## config.mk

```make
export PLATFORM = sky130hd
export DESIGN_NAME = nist_freq_tester_flat
export DESIGN_NICKNAME = d
export VERILOG_FILES = /design/src/rtl/nist_freq_tester_if.sv /design/src/rtl/nist_freq_tester.sv /design/src/flat_wrapper.sv
export SDC_FILE = /design/constraint.sdc
export NUM_CORES = 1
export LEC_CHECK = 0
export CORE_MARGIN = 5
export CORE_UTILIZATION = 50
export DETAILED_ROUTE_END_ITERATION = 12
export PLACE_DENSITY = 0.68
export SYNTH_ARGS = -nofsm -noshare
export SYNTH_HDL_FRONTEND = slang
export SYNTH_SLANG_ARGS = --single-unit
```

## constraint.sdc

```tcl
create_clock -name clk -period 4.5 [get_ports clk]
set_input_delay 0.9 -clock clk [delete_from_list [all_inputs] [get_ports clk]]
set_output_delay 0.9 -clock clk [all_outputs]
set_load 0.005 [all_outputs]
```

## src/rtl/nist_freq_tester_if.sv

```systemverilog
// Bit-stream and status bundle between the TRNG source, the frequency tester
// and the active-low status pins.
interface nist_freq_tester_if;
    logic RND_in;
    logic rnd_valid;
    logic start;
    logic cont_mode;
    logic nPass1;
    logic nPass2;
    logic nBlkOK;
    logic done;
    logic busy;

    modport master (
        output RND_in, rnd_valid, start, cont_mode,
        input  nPass1, nPass2, nBlkOK, done, busy
    );

    modport slave (
        input  RND_in, rnd_valid, start, cont_mode,
        output nPass1, nPass2, nBlkOK, done, busy
    );
endinterface

```

## src/rtl/nist_freq_tester.sv

```systemverilog
// Parametrised NIST SP 800-22 monobit and block-frequency tester.
// Consumes a qualified serial bit stream and reports active-low pass flags.
module nist_freq_tester #(
    parameter int SEQ_LEN     = 1024,
    parameter int BLK_LEN     = 128,
    parameter int S_MAX       = 82,
    parameter int CHI_MAX     = 2571,
    parameter int BLK_DEV_MAX = 32
) (
    input  logic                clk,
    input  logic                rst_n,
    nist_freq_tester_if.slave   bus
);

    localparam int NW = $clog2(SEQ_LEN + 1);
    localparam int MW = $clog2(BLK_LEN + 1);
    localparam int CW = $clog2((SEQ_LEN / BLK_LEN) * BLK_LEN * BLK_LEN + 1);

    localparam logic [NW-1:0] LAST_BIT = NW'(SEQ_LEN - 1);
    localparam logic [MW-1:0] LAST_BLK = MW'(BLK_LEN - 1);
    localparam logic [NW:0]   N_REF    = (NW + 1)'(SEQ_LEN);
    localparam logic [MW:0]   M_REF    = (MW + 1)'(BLK_LEN);

    typedef enum logic [2:0] {
        IDLE,
        RUN,
        EVAL1,
        EVAL2,
        DONE
    } state_t;

    state_t state_q, state_d;

    logic [NW-1:0]   bitCnt_q;
    logic [NW-1:0]   n1_q;
    logic [MW-1:0]   blkCnt_q;
    logic [MW-1:0]   c_q;
    logic [MW-1:0]   d_q;
    logic            sqPend_q;
    logic [CW-1:0]   chiAcc_q;
    logic            nPass1_q;
    logic            nPass2_q;
    logic            nBlkOK_q;
    logic            done_q;

    logic            accept;
    logic            blkEnd;
    logic            seqEnd;
    logic            enterRun;
    logic [MW-1:0]   cInc;
    logic [MW:0]     twoC;
    logic [MW-1:0]   dNext;
    logic [NW:0]     twoN1;
    logic [NW:0]     sAbs;
    logic [2*MW-1:0] sq;

    always_ff @(posedge clk or negedge rst_n) begin
        if (!rst_n) begin
            state_q <= IDLE;
        end else begin
            state_q <= state_d;
        end
    end

    always_comb begin
        state_d  = state_q;
        accept   = (state_q == RUN) && bus.rnd_valid;
        blkEnd   = accept && (blkCnt_q == LAST_BLK);
        seqEnd   = accept && (bitCnt_q == LAST_BIT);
        case (state_q)
            IDLE:    if (bus.start || bus.cont_mode) state_d = RUN;
            RUN:     if (seqEnd) state_d = EVAL1;
            EVAL1:   state_d = EVAL2;
            EVAL2:   state_d = DONE;
            DONE:    state_d = bus.cont_mode ? RUN : IDLE;
            default: state_d = IDLE;
        endcase
        enterRun = (state_q != RUN) && (state_d == RUN);
    end

    // Block deviation is taken from the count including the bit just accepted,
    // so it is valid on the same edge that closes the block.
    always_comb begin
        cInc  = c_q + MW'(bus.RND_in);
        twoC  = {cInc, 1'b0};
        dNext = (twoC >= M_REF) ? MW'(twoC - M_REF) : MW'(M_REF - twoC);
        twoN1 = {n1_q, 1'b0};
        sAbs  = (twoN1 >= N_REF) ? (twoN1 - N_REF) : (N_REF - twoN1);
        sq    = {{MW{1'b0}}, d_q} * {{MW{1'b0}}, d_q};
    end

    // The square of each block deviation is folded into chiAcc one cycle after
    // the block closes; for the final block that cycle is EVAL1.
    always_ff @(posedge clk or negedge rst_n) begin
        if (!rst_n) begin
            bitCnt_q <= '0;
            n1_q     <= '0;
            blkCnt_q <= '0;
            c_q      <= '0;
            d_q      <= '0;
            sqPend_q <= 1'b0;
            chiAcc_q <= '0;
            nPass1_q <= 1'b1;
            nPass2_q <= 1'b1;
            nBlkOK_q <= 1'b1;
            done_q   <= 1'b0;
        end else begin
            done_q <= (state_q == EVAL2);
            if (enterRun) begin
                bitCnt_q <= '0;
                n1_q     <= '0;
                blkCnt_q <= '0;
                c_q      <= '0;
                sqPend_q <= 1'b0;
                chiAcc_q <= '0;
            end else begin
                if (accept) begin
                    bitCnt_q <= bitCnt_q + NW'(1);
                    n1_q     <= n1_q + NW'(bus.RND_in);
                    if (blkEnd) begin
                        c_q      <= '0;
                        blkCnt_q <= '0;
                        d_q      <= dNext;
                        nBlkOK_q <= (dNext > MW'(BLK_DEV_MAX));
                    end else begin
                        c_q      <= cInc;
                        blkCnt_q <= blkCnt_q + MW'(1);
                    end
                end
                sqPend_q <= blkEnd;
                if (sqPend_q) begin
                    chiAcc_q <= chiAcc_q + CW'(sq);
                end
            end
            if (state_q == EVAL2) begin
                nPass1_q <= (sAbs > (NW + 1)'(S_MAX));
                nPass2_q <= (chiAcc_q > CW'(CHI_MAX));
            end
        end
    end

    assign bus.nPass1 = nPass1_q;
    assign bus.nPass2 = nPass2_q;
    assign bus.nBlkOK = nBlkOK_q;
    assign bus.done   = done_q;
    assign bus.busy   = (state_q == RUN) || (state_q == EVAL1) || (state_q == EVAL2);

endmodule
```

## src/flat_wrapper.sv

```systemverilog
// flat-port wrapper written by rule: the top's interface ports become plain ports
module nist_freq_tester_flat 
#(
    parameter int SEQ_LEN     = 1024,
    parameter int BLK_LEN     = 128,
    parameter int S_MAX       = 82,
    parameter int CHI_MAX     = 2571,
    parameter int BLK_DEV_MAX = 32
)
  (clk, rst_n, bus_RND_in, bus_rnd_valid, bus_start, bus_cont_mode, bus_nPass1, bus_nPass2, bus_nBlkOK, bus_done, bus_busy);
  nist_freq_tester_if bus_i ();
  input  logic clk;
  input  logic rst_n;
  input wire logic [$bits(bus_i.RND_in)-1:0] bus_RND_in;
  input wire logic [$bits(bus_i.rnd_valid)-1:0] bus_rnd_valid;
  input wire logic [$bits(bus_i.start)-1:0] bus_start;
  input wire logic [$bits(bus_i.cont_mode)-1:0] bus_cont_mode;
  output wire logic [$bits(bus_i.nPass1)-1:0] bus_nPass1;
  output wire logic [$bits(bus_i.nPass2)-1:0] bus_nPass2;
  output wire logic [$bits(bus_i.nBlkOK)-1:0] bus_nBlkOK;
  output wire logic [$bits(bus_i.done)-1:0] bus_done;
  output wire logic [$bits(bus_i.busy)-1:0] bus_busy;
  assign bus_i.RND_in = bus_RND_in;
  assign bus_i.rnd_valid = bus_rnd_valid;
  assign bus_i.start = bus_start;
  assign bus_i.cont_mode = bus_cont_mode;
  assign bus_nPass1 = bus_i.nPass1;
  assign bus_nPass2 = bus_i.nPass2;
  assign bus_nBlkOK = bus_i.nBlkOK;
  assign bus_done = bus_i.done;
  assign bus_busy = bus_i.busy;
  nist_freq_tester #(.SEQ_LEN(SEQ_LEN), .BLK_LEN(BLK_LEN), .S_MAX(S_MAX), .CHI_MAX(CHI_MAX), .BLK_DEV_MAX(BLK_DEV_MAX)) u_core (.clk(clk), .rst_n(rst_n), .bus(bus_i));
endmodule
```

==> key figures <==
Synth
  – Netlist cell types: 60
  – #FFs+latches synth: 69
  – Post-synth top flop: dfrtp_1
  – Syn_area_per_cell: 8.90 µm²
  – EDFF count, synth: 0
  – Cells after Synth: 626
  – Yosys warns: 0
  – Sequential fraction of the synthesis area: 31.1%
  – Ys async rst share: 100%
  – Post-synthesis net count: 707
  – Area of the mapped netlist: 5570 µm²

Floorplanning
  – IO Pins: 11
  – Die Wd: 116 µm
  – Die Height: 116 µm
  – Core ar.: 10900 µm²
  – Die ar.: 13400 µm²
  – Initial Utilization: 51.2%
  – Num rows: 38

Clock network
  – Clock Latency Late Sink: 0.36 ns
  – Clock Tree Buf Depth: 2
  – CTS Sinks: 69
  – CTS root buffer: clkbuf_8
  – H-tree depth: 3
  – CTS Buf Count: 9
  – CTS tree: done
  – Clk pin slew, worst setup/hold paths: 0.08 ns
  – Number of hold buffers added after CTS: 0

Drt
  – Wirelength per Cell: 15.1 µm
  – Drt via density: 5.56
  – Antenna Violating Nets Remaining: 0
  – DR vias: 4288
  – Pre-antenna DRT Iters: 4
  – DRC errors left: 0
  – Drt initial violations: 200
  – Wirelength, routed: 11600 µm

Timing
  – Sum Neg Setup Slack: 0 ns
  – Min cycle time layout: 4.35 ns
  – Slew @ Worst Pin: 1.08 ns
  – Final Setup Violations: 0
  – Slew Limit Fails: 0
  – Final Hold Slack: 0.506 ns
  – Final hold violations: 0
  – Slew headroom: 27.7%
  – Max Clock Skew: 0.00793 ns
  – F_max: 0.230 GHz
  – Final cycle utilization of the critical path: 96.7%
  – Setup WS post-layout: 0.150 ns

Worst setup path
  – Crit path capture type: flip-flop
  – Crit-path max FO: 9
  – Critical-path cell list: and2_1 > ha_1 > or2_2 > fa_1 > inv_1 > fa_1 > fa_1 > inv_1 > ha_1 > a211oi_2 > o21bai_1 > a2111oi_2 > nor3_1 > mux2i_1 > nor2_1
  – Worst path max stage delay: 0.54 ns
  – Critical Path RT: 4.75 ns
  – Worst path bufs/invs: 2
  – Crit path max-delay family: adder cells
  – CP max-delay cell: fa_1
  – Critical path type: reg2reg
  – Worst Path Arrival: 4.60 ns
  – Setup crit start kind: flip-flop
  – Crit-path most repeated cell: fa_1

Global routing
  – All-Layer GR Usage: 19.1%
  – GRT Residual Overflow: 0
  – First-pass GRT wire length: 20700 µm
  – Initial antenna violation count: 0
  – Vias in the first global route: 4329
  – Largest net degree at the start of global routing: 41

Min path
  – Worst Hold Class: reg2reg

Pwr
  – Comb power frac: 25.2%
  – Sw frac: 33.7%
  – Sequential share of power: 41.8%
  – Total power: 0.00183 W
  – Net load switching power: 0.000616 W
  – Worst IR Drop VDD: 0.251 mV
  – Clock Power Share: 33.0%
  – Static Leakage: 2.86 nW
  – Power per cell area: 301 nW/µm²
  – Power Internal: 0.00121 W

Layout
  – Ant diodes: 0
  – Final net count: 707
  – Share of cells above drive strength 1: 8.40%
  – Layout overhead on the synthesized area: 9.05%
  – Most frequent cells in the layout: 64 x inv_1, 63 x nor2_1, 61 x dfrtp_1
  – Commonest non-fill, non-tap cell in the layout: inv_1
  – Non-filler instance count after layout: 771

Placed design
  – Dpl hpwl: 8430 µm
  – Dpl cells: 752
  – Routability congestion estimate: 0.882
  – Port bufs: 10
  – Pre-CTS setup slack: 0.0226 ns

Status
  – Outcome: completed

Run
  – Max-cap viol count: 0
synth_stat cells, types with 3 or more instances:
master	instances	area [µm²]
a211oi_1	8	60.1
nor2_1	64	240
a21boi_0	3	22.5
fa_1	26	521
xor2_1	19	166
and2_1	17	106
o21bai_1	3	22.5
buf_2	6	30.0
nand4_1	6	37.5
nand3_1	24	120
a21oi_1	24	120
nand4b_1	4	35.0
nand2b_1	6	37.5
a31oi_1	3	18.8
or4_1	3	22.5
nor4_1	3	18.8
o211ai_1	3	22.5
nor3b_1	4	30.0
o31ai_1	5	37.5
clkbuf_1	22	82.6
dfrtp_1	66	1650
a21o_1	5	37.5
o21ai_0	36	180
mux2i_1	12	120
nor3_1	12	60.1
ha_1	49	613
and3_1	9	56.3
nor2b_1	9	56.3
dfstp_2	3	78.8
nand2_1	42	158
inv_1	64	240
xnor2_1	29	254
sequential cells by signal (all words and copies together) (netlist names), 3 cells and up:
| name | count |
|---|---|
| u_core.n1_q | 11 |
| u_core.d_q | 7 |
| u_core.c_q | 8 |
| u_core.blkCnt_q | 8 |
| u_core.bitCnt_q | 11 |
| u_core.chiAcc_q | 16 |
| u_core.state_q | 3 |
path summary, 6_finish.rpt:
path | startpoint | endpoint | slack [ns] | depth (start not counted)
worst max register to register | u_core.d_q[4] | u_core.chiAcc_q[13] | 0.15 | 15
worst min register to register | u_core.c_q[0] | u_core.c_q[0] | 0.51 | 2
min in group asynchronous | rst_n | u_core.chiAcc_q[7] | 0.58 | 1
worst max-delay path | u_core.d_q[4] | u_core.chiAcc_q[13] | 0.15 | 15
max in group asynchronous | rst_n | u_core.d_q[2] | 2.91 | 2
worst min-delay path | u_core.c_q[0] | u_core.c_q[0] | 0.51 | 2
kinds of logic (layout without fill, tap and decap cells):
kind of cell    count (synthesis)  after routing  synth area share [%]
simple gates                  215            215                  19.3
compound gates                111            111                  12.7
buf+inv                        96            101                  6.83
fa+ha+maj                      75             75                  20.4
flops                          69             69                  31.1
xor+xnor                       48             48                  7.55
mux                            12             12                  2.16
power groups by stage:
stage	clock network, W	logic, W	registers, W
floorplan	0	0.000380	0.000739
global placement	0	0.000438	0.000772
detailed placement	0	0.000456	0.000777
CTS	0.000620	0.000458	0.000765
global route	0.000643	0.000532	0.000778
finish	0.000603	0.000460	0.000765
metrics by stage:
step / cell area [µm²] / util [%]
after floorplan: 5570 / -
after global placement: 5760 / 52.9
after detailed placement: 5760 / 52.9
after CTS: 6000 / 55.1
after global routing: 6070 / 55.8
final: 6070 / 55.8
layout make-up:
| type | instances | area [µm²] |
|---|---|---|
| multi-input combinational | 461 | 3510 |
| fill | 981 | 4810 |
| clock inverter | 6 | 95.1 |
| inverter | 64 | 240 |
| timing repair buffer | 21 | 178 |
| clock buffer | 10 | 138 |
| sequential | 69 | 1740 |
| tap | 140 | 175 |
per-layer routing:
metal / part of all wire [%] / track usage, %
met5: 0 / 0
met4: 1.0 / 5.48
met3: 2.7 / 3.29
met2: 50 / 32.5
met1: 46 / 25.2
worst reg2reg max path, delay by kind of cell (launching register included):
family / cells / cell delay, ns
muxes: 1 / 0.16
and+or+nand+nor: 4 / 0.68
DFF: 1 / 0.47
adders and majority gates: 5 / 2.07
buffers and inverters: 2 / 0.09
AOI/OAI and AO/OA: 3 / 0.77
what timing repair did:
action	CTS	global route
buffers inserted	0	3
gates resized for setup	2	20
pin swaps	0	3
endpoints found under the setup margin	2	7
Note: power is estimated with default switching activity, not from simulation.
